[src/rtl/device_b_pkg.sv]
// Shared definitions for the device_b SPI responder: FSM states, default width
// and the SPI mode it implements.
package device_b_pkg;

  localparam int DATA_W_DEF = 32;

  // Mode 0: sclk idles low, data is captured on the rising edge.
  localparam bit CPOL = 1'b0;
  localparam bit CPHA = 1'b0;

  typedef enum logic [2:0] {
    IDLE      = 3'd0,
    RX_CMD    = 3'd1,
    CMD_HS    = 3'd2,
    WAIT_RESP = 3'd3,
    READY     = 3'd4,
    TX_RESP   = 3'd5,
    DONE      = 3'd6
  } state_t;

endpackage

[src/rtl/device_b_if.sv]
// Local-logic side of device_b: command hand-off, response capture and status.
interface device_b_if
  import device_b_pkg::*;
#(
  parameter int DATA_W = DATA_W_DEF
);
  logic [DATA_W-1:0] cmd_data;
  logic              cmd_valid;
  logic              cmd_ready;
  logic [DATA_W-1:0] resp_data;
  logic              resp_valid;
  logic              response_ready;
  logic              busy;

  modport slave (
    output cmd_data, cmd_valid, response_ready, busy,
    input  cmd_ready, resp_data, resp_valid
  );

  modport master (
    input  cmd_data, cmd_valid, response_ready, busy,
    output cmd_ready, resp_data, resp_valid
  );
endinterface

[src/rtl/device_b_spi_in_sync.sv]
// Synchronizes the asynchronous SPI pins into clk and produces registered
// single-cycle sclk rise/fall pulses aligned with the synchronized mosi.
module spi_in_sync #(
  parameter int SYNC_STAGES = 2
) (
  input  logic clk,
  input  logic rst,
  input  logic sclk,
  input  logic mosi,
  input  logic cs_n,
  output logic mosi_s,
  output logic cs_n_s,
  output logic sclk_rise,
  output logic sclk_fall
);
  logic [SYNC_STAGES-1:0] sclk_q;
  logic [SYNC_STAGES-1:0] mosi_q;
  logic [SYNC_STAGES-1:0] cs_q;
  logic                   sclk_d;

  // cs_n chain clears to its inactive (high) level so reset never looks like a select.
  always_ff @(posedge clk or posedge rst) begin
    if (rst) begin
      sclk_q    <= '0;
      mosi_q    <= '0;
      cs_q      <= '1;
      sclk_d    <= 1'b0;
      sclk_rise <= 1'b0;
      sclk_fall <= 1'b0;
      mosi_s    <= 1'b0;
    end else begin
      sclk_q    <= {sclk_q[SYNC_STAGES-2:0], sclk};
      mosi_q    <= {mosi_q[SYNC_STAGES-2:0], mosi};
      cs_q      <= {cs_q[SYNC_STAGES-2:0], cs_n};
      sclk_d    <= sclk_q[SYNC_STAGES-1];
      sclk_rise <= sclk_q[SYNC_STAGES-1] & ~sclk_d;
      sclk_fall <= ~sclk_q[SYNC_STAGES-1] & sclk_d;
      mosi_s    <= mosi_q[SYNC_STAGES-1];
    end
  end

  assign cs_n_s = cs_q[SYNC_STAGES-1];

endmodule

[src/rtl/device_b.sv]
// SPI responder: receives a command word, hands it to local logic, then shifts
// the local response back out on miso while the master keeps cs_n low.
module device_b
  import device_b_pkg::*;
#(
  parameter int DATA_W      = DATA_W_DEF,
  parameter int SYNC_STAGES = 2
) (
  input  logic        clk,
  input  logic        rst,
  input  logic        sclk,
  input  logic        mosi,
  input  logic        cs_n,
  output logic        miso,
  device_b_if.slave   lbus
);
  localparam int CNT_W = $clog2(DATA_W + 1);

  state_t            state, state_nx;
  logic [DATA_W-1:0] shift_in, shift_in_nx;
  logic [DATA_W-1:0] tx_shift, tx_shift_nx;
  logic [DATA_W-1:0] cmd_data, cmd_data_nx;
  logic [CNT_W-1:0]  bit_cnt, bit_cnt_nx;
  logic              cmd_valid, cmd_valid_nx;
  logic              resp_rdy, resp_rdy_nx;
  logic              miso_nx;
  logic              mosi_s, cs_n_s, sclk_rise, sclk_fall;
  logic              capture, launch, abort;

  spi_in_sync #(.SYNC_STAGES(SYNC_STAGES)) u_sync (
    .clk       (clk),
    .rst       (rst),
    .sclk      (sclk),
    .mosi      (mosi),
    .cs_n      (cs_n),
    .mosi_s    (mosi_s),
    .cs_n_s    (cs_n_s),
    .sclk_rise (sclk_rise),
    .sclk_fall (sclk_fall)
  );

  assign capture = (CPOL ^ CPHA) ? sclk_fall : sclk_rise;
  assign launch  = (CPOL ^ CPHA) ? sclk_rise : sclk_fall;
  // Deselect mid-transaction; in DONE a rising cs_n is the normal exit.
  assign abort   = cs_n_s && (state != IDLE) && (state != DONE);

  always_comb begin
    state_nx     = state;
    shift_in_nx  = shift_in;
    tx_shift_nx  = tx_shift;
    cmd_data_nx  = cmd_data;
    bit_cnt_nx   = bit_cnt;
    cmd_valid_nx = cmd_valid;
    resp_rdy_nx  = resp_rdy;
    miso_nx      = miso;
    if (abort) begin
      state_nx     = IDLE;
      cmd_valid_nx = 1'b0;
      resp_rdy_nx  = 1'b0;
      miso_nx      = 1'b0;
      bit_cnt_nx   = '0;
    end else begin
      case (state)
        IDLE: begin
          miso_nx    = 1'b0;
          bit_cnt_nx = '0;
          if (!cs_n_s) state_nx = RX_CMD;
        end
        RX_CMD: begin
          if (capture) begin
            shift_in_nx = {shift_in[DATA_W-2:0], mosi_s};
            bit_cnt_nx  = bit_cnt + 1'b1;
            if (bit_cnt == CNT_W'(DATA_W - 1)) begin
              cmd_data_nx  = shift_in_nx;
              cmd_valid_nx = 1'b1;
              state_nx     = CMD_HS;
            end
          end
        end
        CMD_HS: begin
          if (lbus.cmd_ready) begin
            cmd_valid_nx = 1'b0;
            state_nx     = WAIT_RESP;
          end
        end
        WAIT_RESP: begin
          if (lbus.resp_valid) begin
            tx_shift_nx = lbus.resp_data;
            miso_nx     = lbus.resp_data[DATA_W-1];
            resp_rdy_nx = 1'b1;
            state_nx    = READY;
          end
        end
        READY: begin
          // The MSB is already on miso, so this first capture edge is bit 1.
          if (capture) begin
            resp_rdy_nx = 1'b0;
            bit_cnt_nx  = CNT_W'(1);
            state_nx    = TX_RESP;
          end
        end
        TX_RESP: begin
          if (launch) begin
            tx_shift_nx = {tx_shift[DATA_W-2:0], 1'b0};
            miso_nx     = tx_shift[DATA_W-2];
          end
          if (capture) begin
            bit_cnt_nx = bit_cnt + 1'b1;
            if (bit_cnt_nx == CNT_W'(DATA_W)) state_nx = DONE;
          end
        end
        DONE: begin
          miso_nx = 1'b0;
          if (cs_n_s) state_nx = IDLE;
        end
        default: state_nx = IDLE;
      endcase
    end
  end

  always_ff @(posedge clk or posedge rst) begin
    if (rst) begin
      state     <= IDLE;
      shift_in  <= '0;
      tx_shift  <= '0;
      cmd_data  <= '0;
      bit_cnt   <= '0;
      cmd_valid <= 1'b0;
      resp_rdy  <= 1'b0;
      miso      <= 1'b0;
    end else begin
      state     <= state_nx;
      shift_in  <= shift_in_nx;
      tx_shift  <= tx_shift_nx;
      cmd_data  <= cmd_data_nx;
      bit_cnt   <= bit_cnt_nx;
      cmd_valid <= cmd_valid_nx;
      resp_rdy  <= resp_rdy_nx;
      miso      <= miso_nx;
    end
  end

  assign lbus.cmd_data       = cmd_data;
  assign lbus.cmd_valid      = cmd_valid;
  assign lbus.response_ready = resp_rdy;
  assign lbus.busy           = (state != IDLE);

endmodule

[src/flat_wrapper.sv]
// flat-port wrapper written by rule: the top's interface ports become plain ports
module device_b_flat import device_b_pkg::*;
#(
  parameter int DATA_W      = DATA_W_DEF,
  parameter int SYNC_STAGES = 2
)
  (clk, rst, sclk, mosi, cs_n, miso, lbus_cmd_data, lbus_cmd_valid, lbus_response_ready, lbus_busy, lbus_cmd_ready, lbus_resp_data, lbus_resp_valid);
  device_b_if #(.DATA_W(DATA_W)) lbus_i ();
  input  logic clk;
  input  logic rst;
  input  logic sclk;
  input  logic mosi;
  input  logic cs_n;
  output logic miso;
  output wire logic [$bits(lbus_i.cmd_data)-1:0] lbus_cmd_data;
  output wire logic [$bits(lbus_i.cmd_valid)-1:0] lbus_cmd_valid;
  output wire logic [$bits(lbus_i.response_ready)-1:0] lbus_response_ready;
  output wire logic [$bits(lbus_i.busy)-1:0] lbus_busy;
  input wire logic [$bits(lbus_i.cmd_ready)-1:0] lbus_cmd_ready;
  input wire logic [$bits(lbus_i.resp_data)-1:0] lbus_resp_data;
  input wire logic [$bits(lbus_i.resp_valid)-1:0] lbus_resp_valid;
  assign lbus_cmd_data = lbus_i.cmd_data;
  assign lbus_cmd_valid = lbus_i.cmd_valid;
  assign lbus_response_ready = lbus_i.response_ready;
  assign lbus_busy = lbus_i.busy;
  assign lbus_i.cmd_ready = lbus_cmd_ready;
  assign lbus_i.resp_data = lbus_resp_data;
  assign lbus_i.resp_valid = lbus_resp_valid;
  device_b #(.DATA_W(DATA_W), .SYNC_STAGES(SYNC_STAGES)) u_core (.clk(clk), .rst(rst), .sclk(sclk), .mosi(mosi), .cs_n(cs_n), .miso(miso), .lbus(lbus_i));
endmodule
[config.mk]
export PLATFORM = sky130hd
export DESIGN_NAME = device_b_flat
export DESIGN_NICKNAME = d
export VERILOG_FILES = /design/src/rtl/device_b_pkg.sv /design/src/rtl/device_b_if.sv /design/src/rtl/device_b_spi_in_sync.sv /design/src/rtl/device_b.sv /design/src/flat_wrapper.sv
export SDC_FILE = /design/constraint.sdc
export NUM_CORES = 1
export LEC_CHECK = 0
export CORE_UTILIZATION = 28
export DETAILED_ROUTE_END_ITERATION = 12
export GPL_TIMING_DRIVEN = 0
export HOLD_SLACK_MARGIN = 0.05
export PLACE_DENSITY = 0.52
export SKIP_LAST_GASP = 1
export SLEW_MARGIN = 40
export SYNTH_ARGS = -nofsm -noshare
export SYNTH_HDL_FRONTEND = slang
export SYNTH_SLANG_ARGS = --single-unit
[constraint.sdc]
create_clock -name clk -period 10 [get_ports clk]
set_input_delay 1.5 -clock clk [delete_from_list [all_inputs] [get_ports clk]]
set_output_delay 1.5 -clock clk [all_outputs]
set_load 0.01 [all_outputs]
==> flow_summary.toml <==
[place]
hpwl_um = 6867
place_ws_ps = 7037
dpl.cell_count = 692
io_buffers = 74
gp_congestion = 0.7725

[setup_path]
cp_slowest_cell = "clkdlybuf4s50_1"
critPathCaptureType = "primary output"
crit_chain = "buf_4 -> nor2_1 -> nand2_1 -> clkdlybuf4s50_1"
start_kind = "flip-flop"
worst-path-buf-inv = 2
critPathRequiredTime_ps = 8500
cpPeakStageDelay_ps = 510
critPathMaxFanout = 10
crit_family = "buffers and inverters"
crit_type = "flip-flop to primary output"
critPathArrivalTime_ps = 1870

[global_routing]
grt_max_degree = 67
grt_use_total_pct = 12.48
grt-ovfl-total = 0
grt_pass1_wl_um = 17910
antenna_found_initial = 0
first_global_vias = 3432

[die]
dieWidth_um = 137.2
die_height_um = 137.2
ios = 75
core_area_um2 = 17900
num_rows = 49
start_util_pct = 28.57
dieArea_um2 = 18810

[cells_and_area]
finalNonFillerCells = 724
final_util_pct = 37.73
nets = 522
area_growth_pct = 32.05
diodes = 0
layout-drive-gt1-share_pct = 26.67

[worst_hold_path]
hold_class = "flip-flop to flip-flop"

[power_and_ir_drop]
power.density_nw_per_um2 = 210.2
design_power_total_uw = 1419
cellLeakagePower_uw = 0.003194
peakVddDrop_mv = 0.1029

[timing]
hold_viol_final = 0
worstMarginPinSlew_ps = 481.9
rsz0062_at_grt = "false"
timing.final.crit_share_pct = 33.68
slew_viol_final = 0
fin_setup_tns_ps = 0
setup_viol = 0
worst_slack_ps = 6632
max_freq_ghz = 0.2969
finalCriticalPeriod_ps = 3368
max_slew_margin_pct = 67.87
skew_ps = 8.041

[cts]
clockBufferDepth = 2
numCtsBuffers = 17
holdBufCountCts = 0
cts_tree = "built"
htreeDepth = 4
worstSkewPairLatency_ps = 410
cts.repair.resized = 0
cts.sink_count = 116
root_buffer = "clkbuf_16"
path_clk_slew_ps = 60
postCtsSetupRepairBufs = 0

[route]
drt-pass1-iter-count = 4
drt_wl_total_um = 10560
avgRoutedWirePerCell_um = 14.58
via_per_inst = 4.544
drtAntennaViolNets = 0
drt-initial-drc-count = 161
vias = 3290
drc = 0

[logic_synthesis]
syn_inst = 388
synth.most_common_cell = "dfrtp_1"
synth_cell_type_count = 50
synth_top_area_cell = "dfrtp_1"
postSynth.asyncResetShare_pct = 100.0
syn_avg_cell_area_um2 = 13.18
seq_area_frac_synth_pct = 56.80
syn_nets = 428
ys_top_cells_by_area = "dfrtp_1 56%, mux2_4 8.8%, mux2_2 7.7%, mux2i_1 5.9%, a21oi_1 3.8%"
syn_area_um2 = 5115
synth_commonest_cells = "114 x dfrtp_1, 39 x a21oi_1, 37 x nor2_1, 35 x mux2_2"
synth_warnings = 0
synth_ff_type = "dfrtp_1"
synth_top_area_share_pct = 55.77
ys_ff_latch = 116
synth_edf_count = 0

[job]
cap_viol_max_count = 0

[run_status]
outcome = "finished, final reports clean"
-- power by group --
group          total, uW  internal (uW)  switching [uW]
combinational        229            112             117
clock                595            373             222
sequential           596            550            46.0
total               1420           1030             385
-- cells in the final DEF, fill, tap and decap left out, drive strengths merged, types with 4 or more instances in the layout --
| master | Yosys | layout |
|---|---|---|
| nand2 | 8 | 8 |
| clkinvlp | 0 | 5 |
| mux2 | 65 | 65 |
| nor2b | 6 | 6 |
| dfrtp | 114 | 114 |
| o21ai | 6 | 6 |
| clkbuf | 2 | 22 |
| buf | 24 | 25 |
| nand3 | 4 | 4 |
| nor2 | 38 | 38 |
| inv | 5 | 7 |
| mux2i | 30 | 30 |
| a21oi | 40 | 40 |
| nand3b | 4 | 4 |
| clkdlybuf4s50 | 0 | 74 |
-- per-stage QoR --
stage	instance area (um^2)	hold WS, ps
CTS	6754	347.8
detailed placement	6177	334.7
global placement	6142	332.9
global route	6754	351.7
floorplan	5115	331.2
finish	6754	346.4
-- logic make-up (layout without fill, tap and decap cells) --
| logic type | count (synthesis) | after routing | synth area share (%) |
|---|---|---|---|
| multiplexers | 95 | 95 | 22.38 |
| AND/OR/NAND/NOR | 77 | 77 | 8.024 |
| adder cells (fa/ha/maj) | 1 | 1 | 0.2446 |
| XOR/XNOR | 4 | 4 | 0.6851 |
| buffers and inverters | 31 | 138 | 4.110 |
| AO/OA/AOI/OAI | 64 | 64 | 7.755 |
| flip-flops | 116 | 116 | 56.80 |
-- cell type report --
class                           count  area, um^2
Tap cell                          229       286.5
Buffer                             26       191.4
Fill cell                        1730       11150
Timing Repair Buffer               75       768.2
Clock inverter                     12       130.1
Sequential cell                   116        2905
Clock buffer                       20       446.7
Inverter                            5       26.28
Multi-Input combinational cell    241        1999
-- flip-flops by register name, indices dropped and copies added, names as in the netlist --
register                    cells
u_core.u_sync.cs_q              2
u_core.miso                     1
u_core.u_sync.mosi_s            1
u_core.tx_shift                31
u_core.u_sync.mosi_q            2
u_core.shift_in                31
u_core.lbus.cmd_valid           1
u_core.lbus.response_ready      1
u_core.u_sync.sclk_fall         1
u_core.u_sync.sclk_rise         1
u_core.bit_cnt                  6
u_core.state                    3
u_core.u_sync.sclk_d            1
u_core.u_sync.sclk_q            2
u_core.lbus.cmd_data           32
-- routing by layer --
layer | vias to the layer above | global-route usage (%) | part of all wire [%]
met5 | - | 0 | 0
met4 | 0 | 5.800 | 1.9
met3 | 18 | 3.926 | 4.0
met2 | 68 | 17.96 | 46
met1 | 1640 | 16.95 | 48
li1 | 1564 | - | -
-- final timing paths --
path                                               from                    to  slack, ps  cells past startpoint
worst max-delay path                    u_core.state[2]             lbus_busy       6630                      4
min in group asynchronous                           rst       u_core.state[1]       1500                      2
worst max register to register        u_core.bit_cnt[1]       u_core.state[1]       7940                      5
worst min-delay path            u_core.u_sync.mosi_q[1]  u_core.u_sync.mosi_s        350                      0
worst min register to register  u_core.u_sync.mosi_q[1]  u_core.u_sync.mosi_s        350                      0
max in group asynchronous                           rst   u_core.shift_in[10]       7860                      3
No activity file was read; power rests on OpenSTA's default activity.
